--- src/rtl/fifo_wr_arb.sv ---
// fifo_wr_arb: round-robin, per-burst arbiter sharing the fifod byte write port between two writers.
// Optional idle-beat watchdog is compiled in when FIFO_WR_ARB_TIMEOUT_EN is defined.
module fifo_wr_arb #(
    parameter int DW     = 8,
    parameter int LW     = 12,
    parameter int TO_CYC = 1024
) (
    input  logic          clk,
    input  logic          rst,
    input  logic          fs0,
    input  logic          fs1,
    input  logic [LW-1:0] len0,
    input  logic [LW-1:0] len1,
    input  logic          wen0,
    input  logic          wen1,
    input  logic [DW-1:0] wd0,
    input  logic [DW-1:0] wd1,
    output logic          gnt0,
    output logic          gnt1,
    output logic          fd0,
    output logic          fd1,
    output logic          fifo_txen,
    output logic [DW-1:0] fifo_txd,
    input  logic          fifo_full,
    output logic          err
);

    typedef enum logic [1:0] {S_IDLE, S_GNT0, S_GNT1, S_DONE} state_t;

    state_t        r_state;
    logic          r_last;
    logic [LW-1:0] r_cnt;
    logic [LW-1:0] r_len;

    logic          w_gnt_st;
    logic          w_sel1;
    logic          w_wen;
    logic [DW-1:0] w_wd;
    logic          w_zero;
    logic          w_acc;
    logic          w_drop;
    logic          w_to;
    logic          w_end;

    // Only the granted requester's strobe/data reach the FIFO path.
    assign w_gnt_st = (r_state == S_GNT0) || (r_state == S_GNT1);
    assign w_sel1   = (r_state == S_GNT1);
    assign w_wen    = w_sel1 ? wen1 : wen0;
    assign w_wd     = w_sel1 ? wd1 : wd0;
    assign w_zero   = (r_len == '0);
    assign w_acc    = w_gnt_st & ~w_zero & w_wen & ~fifo_full;
    assign w_drop   = w_gnt_st & ~w_zero & w_wen & fifo_full;
    assign w_end    = w_gnt_st & (w_zero | w_to | (w_acc & (r_cnt == r_len - LW'(1))));

`ifdef FIFO_WR_ARB_TIMEOUT_EN
    localparam int WDW = $clog2(TO_CYC + 1);
    logic [WDW-1:0] r_wd;

    assign w_to = w_gnt_st & ~w_acc & ~w_zero & (r_wd == WDW'(TO_CYC - 1));

    // Cleared outside GNT, so every new grant starts a fresh window.
    always_ff @(posedge clk or posedge rst) begin
        if (rst)
            r_wd <= '0;
        else if (!w_gnt_st || w_acc)
            r_wd <= '0;
        else
            r_wd <= r_wd + WDW'(1);
    end
`else
    // TO_CYC only matters when the watchdog is built in.
    assign w_to = 1'b0 & (TO_CYC > 0);
`endif

    always_ff @(posedge clk or posedge rst) begin
        if (rst) begin
            r_state   <= S_IDLE;
            r_last    <= 1'b1;
            r_cnt     <= '0;
            r_len     <= '0;
            gnt0      <= 1'b0;
            gnt1      <= 1'b0;
            fd0       <= 1'b0;
            fd1       <= 1'b0;
            fifo_txen <= 1'b0;
            fifo_txd  <= '0;
            err       <= 1'b0;
        end else begin
            fifo_txen <= w_acc;
            if (w_acc)
                fifo_txd <= w_wd;
            if (w_drop || w_to)
                err <= 1'b1;
            fd0 <= 1'b0;
            fd1 <= 1'b0;

            case (r_state)
                S_IDLE: begin
                    r_cnt <= '0;
                    // On a tie the requester not served last wins.
                    if (fs0 && (!fs1 || r_last)) begin
                        r_state <= S_GNT0;
                        gnt0    <= 1'b1;
                        r_len   <= len0;
                        r_last  <= 1'b0;
                    end else if (fs1) begin
                        r_state <= S_GNT1;
                        gnt1    <= 1'b1;
                        r_len   <= len1;
                        r_last  <= 1'b1;
                    end
                end
                S_GNT0, S_GNT1: begin
                    if (w_acc)
                        r_cnt <= r_cnt + LW'(1);
                    if (w_end) begin
                        r_state <= S_DONE;
                        gnt0    <= 1'b0;
                        gnt1    <= 1'b0;
                        fd0     <= ~w_sel1;
                        fd1     <= w_sel1;
                    end
                end
                S_DONE: begin
                    r_cnt   <= '0;
                    r_state <= S_IDLE;
                end
                default: r_state <= S_IDLE;
            endcase
        end
    end

endmodule
--- config.mk ---
export PLATFORM = sky130hd
export DESIGN_NAME = fifo_wr_arb
export DESIGN_NICKNAME = d
export VERILOG_FILES = /design/src/rtl/fifo_wr_arb.sv
export SDC_FILE = /design/constraint.sdc
export NUM_CORES = 1
export LEC_CHECK = 0
export CAP_MARGIN = 40
export CORE_MARGIN = 3
export CORE_UTILIZATION = 35
export CTS_BUF_LIST = sky130_fd_sc_hd__clkbuf_2 sky130_fd_sc_hd__clkbuf_4 sky130_fd_sc_hd__clkbuf_8
export CTS_CLUSTER_SIZE = 24
export DETAILED_ROUTE_END_ITERATION = 8
export HOLD_SLACK_MARGIN = 0.06
export SLEW_MARGIN = 20
export SYNTH_ARGS = -nofsm -noshare
export SYNTH_HDL_FRONTEND = slang
export SYNTH_SLANG_ARGS = --single-unit
--- constraint.sdc ---
create_clock -name clk -period 3.7 [get_ports clk]
set_input_delay 0.37 -clock clk [delete_from_list [all_inputs] [get_ports clk]]
set_output_delay 0.37 -clock clk [all_outputs]
set_load 0.01 [all_outputs]
==> flow_metrics.tcl <==
set metrics [dict create \
    status "finished, final reports clean" \
    leakagePower_nw 1.36 \
    synthCells 264 \
    final_cell_mix "60 x clkdlybuf4s50_1, 40 x dfrtp_1, 32 x nor2_1, 23 x mux2i_1, 17 x nand2_1" \
    final_antenna_net_count 0 \
    maxCapViolCount 0 \
    drive_above_1_share_pct 6.81 \
    period_needed_ns 2.99 \
    hold_path.class "reg2reg" \
    ir_drop_uv 252 \
    cp_cell_sequence "inv_1 > ha_1 > or4b_1 > or3_4 > a2111oi_4 > and4_1 > a31oi_2 > o32a_1" \
    ios 61 \
    power.internal_mw 1.32 \
    synth_top_area_share_pct 40.6 \
    min_period_over_period_pct 80.8 \
    clock-sinks 41 \
    track_usage_pct 14.1 \
    rr_worst_depth 8 \
    final_nets 375 \
    drtPass1Iterations 4 \
    required_ns 3.87 \
    fillers 636 \
    synth.cell_area_um2 2470 \
    place_area_um2 3180 \
    crit_family "simple AND/OR/NAND/NOR gates" \
    dp.cells 409 \
    yosys_warnings 0 \
    syn_to_final_growth_pct 33.2 \
    grt_max_degree 42 \
    critPathCaptureType "flip-flop" \
    p_clk_share_pct 15.4 \
    pwr-share-comb_pct 51.6 \
    stdcell_area_um2 3290 \
    core.rowCount 29 \
    critical_path.max_fanout 7 \
    critical_path_class "reg2reg" \
    worst-path-buf-inv 1 \
    power_density_nw_per_um2 676 \
    die_w_um 90.0 \
    final-setup-viol-count 0 \
    ys.flop_type "dfrtp_1" \
    final_util_pct 49.8 \
    antenna_found_initial 0 \
    synth-seq-cells 41 \
    fin_ws_ns 0.710 \
    fin_cells 416 \
    drt-total-wl_um 5510 \
    holdWs_ns 0.465 \
    preCtsSetupSlack_ns 0.724 \
    gp_congestion 0.884 \
    clockRootBuffer "clkbuf_8" \
    grt_pass1_vias 1957 \
    cts.repair.resized 0 \
    seq_power_share_pct 33.0 \
    initial_core_util_pct 37.4 \
    async_flop_share_pct 100 \
    htreeDepth 2 \
    sw_frac_of_total_pct 40.8 \
    drc 0 \
    clk_pin_slew_worst_paths_ns 0.07 \
    hold_viol_final 0 \
    avgSynthCellArea_um2 9.35 \
    fp.dieH_um 90.0 \
    cts_buffer_depth 2 \
    net-switching-power_mw 0.906 \
    timing.fmax_mhz 334 \
    wl_per_cell_um 13.2 \
    setup_tns_ns 0 \
    start_kind "flip-flop" \
    dieArea_um2 8090 \
    antennaDiodeCount 0 \
    tritoncts.num_buffers 5 \
    slowest_stage "or4b_1" \
    core_um2 6600 \
    synth.net_count 316 \
    tightest_slew_ns 0.796 \
    fin_skew_ns 0.00664 \
    port_buffers 60 \
    synth_area_leaders "dfrtp_1 41%, mux2i_1 9.3%, xor2_1 5.0%" \
    cts_tree "yes" \
    rsz0062_at_grt "no" \
    cts_setup_buffers 0 \
    relSlewSlack_pct 46.6 \
    max_stage_delay_ns 0.54 \
    grt_overflow 0 \
    synth_top_cell_by_area "dfrtp_1" \
    path_depth 8 \
    worstSkewPairLatency_ns 0.29 \
    synth_edf_count 0 \
    hold_path_depth 1 \
    grt_pass1_wl_um 9440 \
    vias 2095 \
    mostFrequentLayoutCell "clkdlybuf4s50_1" \
    power_mw 2.22 \
    hold_buffers 0 \
    arrival_ns 3.16 \
    ys_seq_area_share_pct 41.6 \
    drt_iter0_markers 57 \
    yosysUniqueCellTypes 49 \
    dpl.hpwl_um 4320 \
    drv_slew 0 \
    viasPerCell 5.04 \
]
[power groups by stage]
stage / clock network, mW / registers [mW] / logic (mW)
after floorplan: 0 / 0.720 / 0.812
after global placement: 0 / 0.737 / 1.15
after detailed placement: 0 / 0.744 / 1.16
after CTS: 0.361 / 0.736 / 1.16
after global routing: 0.374 / 0.758 / 1.28
final: 0.343 / 0.732 / 1.15
[worst register-to-register path: stages (launching register included)]
cell and delay, ns:
dfrtp_1 0.45, inv_1 0.11, ha_1 0.18, or4b_1 0.54, or3_4 0.42, a2111oi_4 0.40
and4_1 0.28, a31oi_2 0.14, o32a_1 0.35
[state kept, by name, indices dropped and copies added (netlist names)]
register	flops
err	1
fd0	1
fd1	1
fifo_txd	8
fifo_txen	1
gnt0	1
gnt1	1
r_cnt	12
r_last	1
r_len	12
r_state	2
[final timing paths]
kind                           from     end  slack [ns]
hold reg to reg                 err     err        0.47
setup / recovery           r_len[0]    gnt1        0.71
max in group asynchronous       rst  r_last        2.83
hold / removal                  err     err        0.47
setup reg to reg           r_len[0]    gnt1        0.71
min in group asynchronous       rst     fd0        0.51
[synth_stat cells, drive strengths merged, types with 2 or more instances]
library cell	instances
and3	6
or3	4
a21oi	10
and2	2
clkbuf	11
o21ai	17
mux2i	23
o21a	2
nand2	17
a211oi	3
xor2	14
nor3	6
nand3	11
nor3b	2
inv	8
nor2	32
dfrtp	40
a21o	3
or4	2
ha	5
a21boi	2
buf	3
a31oi	3
and4	3
nand4	6
nor4	4
xnor2	8
[cells by family (layout without fill, tap and decap cells)]
kind of cell,count (synthesis),after routing,share of synthesized area [%]
and+or+nand+nor,100,100,20.8
AOI/OAI and AO/OA,51,51,14.4
DFF,41,41,41.6
muxes,23,23,9.33
xor gates and xnor gates,22,22,7.81
buffers and inverters,22,81,3.50
adders and majority gates,5,5,2.54
[metal layers]
layer / vias up / share of wire [%] / GRT usage, % / wire length (um)
met5: - / 0 / 0 / 0
met4: 0 / 1.7 / 4.97 / 96
met3: 7 / 5.5 / 3.51 / 305
met2: 53 / 47 / 23.3 / 2620
met1: 977 / 45 / 17.9 / 2490
li1: 1058 / - / - / -
[cell type report]
type                       instances  area [um2]  share of cell area (%)
tap                               93         116                    3.54
inverter                           8        30.0                   0.914
timing repair buffer              66         646                    19.6
clock buffer                       5        68.8                    2.09
sequential                        41        1030                    31.3
clock inverter                     2        35.0                    1.07
multi-input combinational        201        1360                    41.5
Note: power is estimated with default switching activity, not from simulation.
